## config.mk

```make
export PLATFORM = sky130hd
export DESIGN_NAME = microwave_ctrl
export DESIGN_NICKNAME = d
export VERILOG_FILES = /design/src/rtl/microwave_ctrl.sv
export SDC_FILE = /design/constraint.sdc
export NUM_CORES = 1
export LEC_CHECK = 0
export ABC_AREA = 1
export CAP_MARGIN = 5
export CORE_UTILIZATION = 35
export DETAILED_ROUTE_END_ITERATION = 8
export PLACE_DENSITY = 0.64
export RECOVER_POWER = 50
export SYNTH_ARGS = -nofsm -noshare
export SYNTH_HDL_FRONTEND = slang
export SYNTH_SLANG_ARGS = --single-unit
```

## constraint.sdc

```tcl
create_clock -name clk -period 2.2 [get_ports clk]
set_input_delay 0.33 -clock clk [delete_from_list [all_inputs] [get_ports clk]]
set_output_delay 0.33 -clock clk [all_outputs]
set_load 0.01 [all_outputs]
```

## src/rtl/microwave_ctrl.sv

```systemverilog
// Microwave sequencing controller: synchronizes panel/door inputs, detects button
// presses and runs the IDLE/COOK/PAUSE/DONE machine with registered Moore outputs.
module microwave_ctrl #(
  parameter int unsigned BEEP_CYCLES = 8,
  parameter int unsigned SYNC_STAGES = 2
) (
  input  logic       clk,
  input  logic       rstn,
  input  logic       startn,
  input  logic       stopn,
  input  logic       clearn,
  input  logic       door_closed,
  input  logic       timer_done,
  output logic       magnetron_on,
  output logic       timer_en,
  output logic       timer_clear,
  output logic       beep,
  output logic       lamp_on,
  output logic [1:0] state
);

  typedef enum logic [1:0] {
    IDLE  = 2'b00,
    COOK  = 2'b01,
    PAUSE = 2'b10,
    DONE  = 2'b11
  } state_t;

  localparam int unsigned CW = (BEEP_CYCLES > 1) ? $clog2(BEEP_CYCLES) : 1;
  localparam logic [CW-1:0] BEEP_LOAD = CW'(BEEP_CYCLES - 1);

  // Bit order in the sync pipeline: {door_closed, clearn, stopn, startn}
  logic [3:0] sync_q [SYNC_STAGES];
  logic [3:0] synced;
  logic [2:0] prev_q;
  logic       start_press, stop_press, clear_press, door_ok;

  state_t        state_q, state_next;
  logic [CW-1:0] cnt_q, cnt_next;
  logic          clr_next;

  always_ff @(posedge clk or negedge rstn) begin
    if (!rstn) begin
      for (int unsigned i = 0; i < SYNC_STAGES; i++) sync_q[i] <= '1;
      prev_q <= '1;
    end else begin
      sync_q[0] <= {door_closed, clearn, stopn, startn};
      for (int unsigned i = 1; i < SYNC_STAGES; i++) sync_q[i] <= sync_q[i-1];
      prev_q <= synced[2:0];
    end
  end

  assign synced      = sync_q[SYNC_STAGES-1];
  assign start_press = prev_q[0] & ~synced[0];
  assign stop_press  = prev_q[1] & ~synced[1];
  assign clear_press = prev_q[2] & ~synced[2];
  assign door_ok     = synced[3];

  always_comb begin
    state_next = state_q;
    cnt_next   = cnt_q;
    clr_next   = 1'b0;
    unique case (state_q)
      IDLE: begin
        if (clear_press) begin
          clr_next = 1'b1;
        end else if (start_press && door_ok && !timer_done) begin
          state_next = COOK;
        end
      end
      COOK: begin
        if (clear_press) begin
          state_next = IDLE;
          clr_next   = 1'b1;
        end else if (timer_done) begin
          state_next = DONE;
          cnt_next   = BEEP_LOAD;
        end else if (!door_ok || stop_press) begin
          state_next = PAUSE;
        end
      end
      PAUSE: begin
        if (clear_press || stop_press) begin
          state_next = IDLE;
          clr_next   = 1'b1;
        end else if (start_press && door_ok && !timer_done) begin
          state_next = COOK;
        end
      end
      DONE: begin
        if (start_press || stop_press || clear_press || !door_ok) begin
          state_next = IDLE;
        end else if (cnt_q == '0) begin
          state_next = IDLE;
        end else begin
          cnt_next = cnt_q - CW'(1);
        end
      end
      default: state_next = IDLE;
    endcase
  end

  // Outputs are decoded from the next state so they change on the same edge as state
  always_ff @(posedge clk or negedge rstn) begin
    if (!rstn) begin
      state_q      <= IDLE;
      cnt_q        <= '0;
      magnetron_on <= 1'b0;
      timer_en     <= 1'b0;
      timer_clear  <= 1'b0;
      beep         <= 1'b0;
      lamp_on      <= 1'b0;
    end else begin
      state_q      <= state_next;
      cnt_q        <= cnt_next;
      magnetron_on <= (state_next == COOK);
      timer_en     <= (state_next == COOK);
      timer_clear  <= clr_next;
      beep         <= (state_next == DONE);
      lamp_on      <= (state_next == COOK) || !door_ok;
    end
  end

  assign state = state_q;

endmodule

```

# [After elaboration in Yosys (flattened, before gate mapping)]
# Index checks and enable logic that the tools add are counted.
[op_classes] add_sub_neg=1 eq_ne=9 n_mux=17 n_bitwise=6 n_reduce_logical=15
[op_table] op="$mux 2" n=8
[op_table] op="$mux 3" n=4
[op_table] op="$ne 2x2->1 const B" n=4
[op_table] op="$pmux 2 s4" n=1
[op_table] op="$eq 2x2->1 const B" n=3
[op_table] op="$logic_or 1x1->1" n=6
[op_table] op="$pmux 3 s2" n=1
[op_table] op="$reduce_and 5->1" n=1
[op_table] op="$eq 2x1->1 const B" n=2
[op_table] op="$and 1x1->1" n=3
[op_table] op="$logic_not 3->1" n=1
[op_table] op="$not 1->1" n=3
[op_table] op="$sub 3x1->3 const B" n=1
[op_table] op="$logic_and 1x1->1" n=2
[op_table] op="$logic_not 1->1" n=2
[op_table] op="$logic_not 2->1" n=1
[op_table] op="$mux 1" n=2
[op_table] op="$pmux 1 s2" n=1
[op_table] op="$reduce_bool 2->1" n=1
[op_table] op="$reduce_or 2->1" n=1
[word_totals] reg_bits=20 in_bits=7

# [Depth between registers and ports, before layout]
[depth] ltp_word=9 depth_mapped=9 mapped_depth_nobuf=9

# [Least setup slack after synthesis]
# Ideal clock, no wire load.
[synth_timing] path_kind="flip-flop to flip-flop" start="reg sync_q (netlist bit synced[1])" end="reg lamp_on" t_arrival_ps=1124 required_time_ps=2082 slack_ps=959 path_stages_with_launch=10 path_buffers=0 period_less_slack_ps=1241 path_cell_list="dfstp_2 -> inv_2 -> nand2_2 -> nand2_1 -> nor2_4 -> nand2_4 -> nand2_1 -> nor2_1 -> nand3_2 -> nand2_1"
[synth_between] elab_chain_len=9
[synth_lines] item="from (decl)" line="33" text="logic [3:0] sync_q [SYNC_STAGES];"
[synth_lines] item="$not 1->1 (*)" line="55" text="assign stop_press = prev_q[1] & ~synced[1];"
[synth_lines] item="$and 1x1->1 (*)" line="55"
[synth_lines] item="$logic_or 1x1->1, on equally long branches" line="78, 91"
[synth_lines] item="$mux 2 / $logic_or 1x1->1 (equally long branches)" line="78, 91"
[synth_lines] item="$mux 2 / $logic_or 1x1->1 (equally long branches)" line="75, 91"
[synth_lines] item="$mux 2, on equally long branches" line="72, 91"
[synth_lines] item="$pmux 2 s4 (*)" line="63" text="unique case (state_q)"
[synth_lines] item="$eq 2x1->1 (*)" line="120" text="lamp_on <= (state_next == COOK) || !door_ok;"
[synth_lines] item="$logic_or 1x1->1 (*)" line="120"
[synth_lines] item="to (signal assigned)" line="120"
[synth_lines] item="to (decl)" line="18" text="output logic lamp_on,"
# Every way passes the cells marked *; elsewhere a longest branch is shown, timed or not.
# A chain may end at the register's enable or synchronous reset.

# [Final worst setup path]
[layout_timing] start="reg state_q[1] (netlist: state[1])" end="out state[1]"
[layout_rtl] item="from (decl)" line="38" text="state_t state_q, state_next;"
[layout_rtl] item="from (signal assigned)" line="114" text="state_q <= state_next;"
[layout_rtl] item="to (decl)" line="19" text="output logic [1:0] state"
# No word-level cell between the ends.

==> flow_summary_export.csv <==
group,metric,value,unit
route,vias,568,
worst_hold_path,min_to,"synced[3]",
worst_setup_path,path_cells,"clkdlybuf4s50_1",
floorplanning,fp.coreArea,2250,sq um
timing,setup_viol,0,
route,drt-total-wl,1300,microns
timing,slew_viol_final,0,
cts,holdBufCountCts,0,
worst_setup_path,cp_top_family,"buffers and inverters",
global_routing,grt_usage,0.121,
synthesis,post_synth.cell_area_avg,10.1,sq um
synthesis,yosysUniqueCellTypes,19,
power,power.density,981,nW/um^2
timing,post-route-min-period,1630,ps
cts,ctsHtreeMaxLevel,1,
cts,clk_latency,300,ps
placement,dp_hpwl,1020,microns
worst_hold_path,min_from,"sync_q[7]",
timing,fmax,612,MHz
cts,cts_resized,0,
synthesis,synth_warnings,0,
global_routing,grt_pass1_vias,541,
timing,rsz0062_at_grt,"false",
run,drv_cap,0,
global_routing,grt_first_pass_wirelength,2290,microns
route,viasPerCell,4.37,
placement,portBuffers,13,
worst_setup_path,ff2ff_setup_slack,830,ps
worst_setup_path,r2r_end,"lamp_on",
synthesis,synth_top_area_share,0.338,
floorplanning,die_area,2640,sq um
floorplanning,die_y,51.4,microns
cts,cts.sinks,20,
global_routing,grt-ovfl-total,0,
route,wl_per_cell,9.97,microns
worst_hold_path,hold_depth,0,
timing,clock_skew,5.45,ps
cells_and_area,layout_common_cells,"15 x inv_1, 15 x nand2_1, 10 x nor2_1",
global_routing,grt_max_degree,13,
worst_setup_path,crit_type,"reg2out",
timing,finalHoldViolations,0,
route,drc,0,
power,cellLeakagePower,0.555,nW
worst_setup_path,r2r-start,"synced[1]",
power,irDropWorstVdd,0.574,mV
run_status,status,"completed",
cts,cts_buffers,3,
cts,post-cts-setup-buffers,0,
route,ant_nets,0,
cells_and_area,syn2layout_area_growth,24.5,%
cts,cts-root-buf,"clkbuf_4",
timing,tightest_slew,520,ps
worst_setup_path,critPathBufInv,1,
cts,path_clk_slew,110,ps
synthesis,netlist_area,855,sq um
cells_and_area,drive_above_1_share,0.245,
worst_setup_path,crit_required,1870,ps
synthesis,yosysTopAreaCell,"dfstp_2",
timing,layout_worst_path_cycle_share,0.743,
cts,cts_tree,"built",
cts,cts_max_path_buffers,2,
floorplanning,rows,17,
cells_and_area,nets,112,
worst_setup_path,slowest_stage,"clkdlybuf4s50_1",
floorplanning,die_x,51.4,microns
route,dr.pass1.iters,4,
route,drtIter0Drc,10,
synthesis,yosysSeqAreaShare,0.602,
power,power.total,1.04,mW
synthesis,synth.net_count,94,
worst_setup_path,critPathLaunchType,"register",
worst_setup_path,worstPathArrival,1300,ps
floorplanning,start_util,0.379,
cells_and_area,diodes,0,
worst_setup_path,cpPeakStageDelay,560,ps
floorplanning,io-pin-count,14,
global_routing,antenna_found_initial,0,
worst_setup_path,crit_fanout,5,
worst_hold_path,hold_class,"reg2reg",
placement,gp_congestion,0.863,
worst_setup_path,cp-end-kind,"primary output",
synthesis,netlist_instances,85,
synthesis,ys_ff_latch,20,
synthesis,yosys-top-cells-area,"dfstp_2 34%, dfrtp_1 26%, inv_1 6.6%, nand2_1 6.6%, nor2_1 4.4%",
timing,slew_headroom,0.654,
worst_setup_path,reg2regPathDepth,9,
timing,tns,0,ps
## worst max-delay path by stage
stage,end,depth (start not counted),slack [ps],from
after floorplan,lamp_on,9,960,synced[1]
after global placement,lamp_on,6,750,timer_done
after detailed placement,lamp_on,8,710,timer_done
after CTS,state[1],1,550,state[1]
after global routing,state[1],1,490,state[1]
final,state[1],1,570,state[1]
## registers in the layout, summed over array words and instances (netlist names)
name         flops
timer_en         1
prev_q           3
lamp_on          1
cnt_q            3
sync_q           4
synced           4
timer_clear      1
beep             1
state            2
## where the power goes
part           internal [mW]  leakage (nW)  switching (mW)  total [mW]
Clock                  0.139        0.0261           0.113       0.252
Sequential             0.434         0.218          0.0336       0.467
Combinational          0.151         0.311           0.172       0.324
## synthesized netlist by cell type
| cell | number |
|---|---|
| nor2_1 | 10 |
| nand2_1 | 15 |
| nand3b_1 | 1 |
| nand2_4 | 1 |
| dfrtp_1 | 9 |
| a21oi_4 | 2 |
| nand2_2 | 4 |
| inv_1 | 15 |
| o21ai_0 | 2 |
| nand3_1 | 3 |
| dfstp_2 | 11 |
| inv_2 | 3 |
| a21oi_1 | 2 |
| a22oi_1 | 1 |
| nor2_4 | 1 |
| nand3_2 | 1 |
| buf_4 | 1 |
| nand4_1 | 1 |
| ha_1 | 2 |
## final cells by class
type                       count  area (sq um)
clock buffer                   4          47.5
timing repair buffer          14           134
tap                           28          35.0
sequential                    20           514
fill                         230          1190
multi-input combinational     46           265
inverter                      18          67.6
## cells by family after synthesis
family,after synthesis,share of synthesized area
AO/OA/AOI/OAI,7,0.0703
adder cells (fa/ha/maj),2,0.0293
buffers and inverters,19,0.0878
flip-flops,20,0.602
AND/OR/NAND/NOR,37,0.211
## worst register-to-register path: stages (launching register included)
cell and delay (ps):
dfstp_1 560, inv_2 50, nand2_2 80, nand2_1 90
nor2_4 170, nand2_4 70, nand2_1 60, nor2_1 60
nand3_2 80, nand2_1 60
## stage by stage
stage          cell area, sq um  hold slack (ps)  utilization  std cells  setup WS (ps)
2_1_floorplan               855             34.4            -         85            959
3_3_place_gp               1020              346        0.452        126            749
3_5_place_dp               1020              347        0.452        126            706
4_1_cts                    1070              353        0.473        130            547
5_1_grt                    1060              367        0.472        130            487
6_report                   1060              356        0.472        130            566
## metal layers
layer | GRT usage | vias up | wire [microns] | part of all wire
li1 | - | 291 | - | -
met1 | 0.144 | 255 | 581 | 0.45
met2 | 0.193 | 20 | 615 | 0.47
met3 | 0.0536 | 2 | 86 | 0.066
met4 | 0.0450 | 0 | 13 | 0.010
met5 | 0 | - | 0 | 0
(Power assumes the default switching activity.)
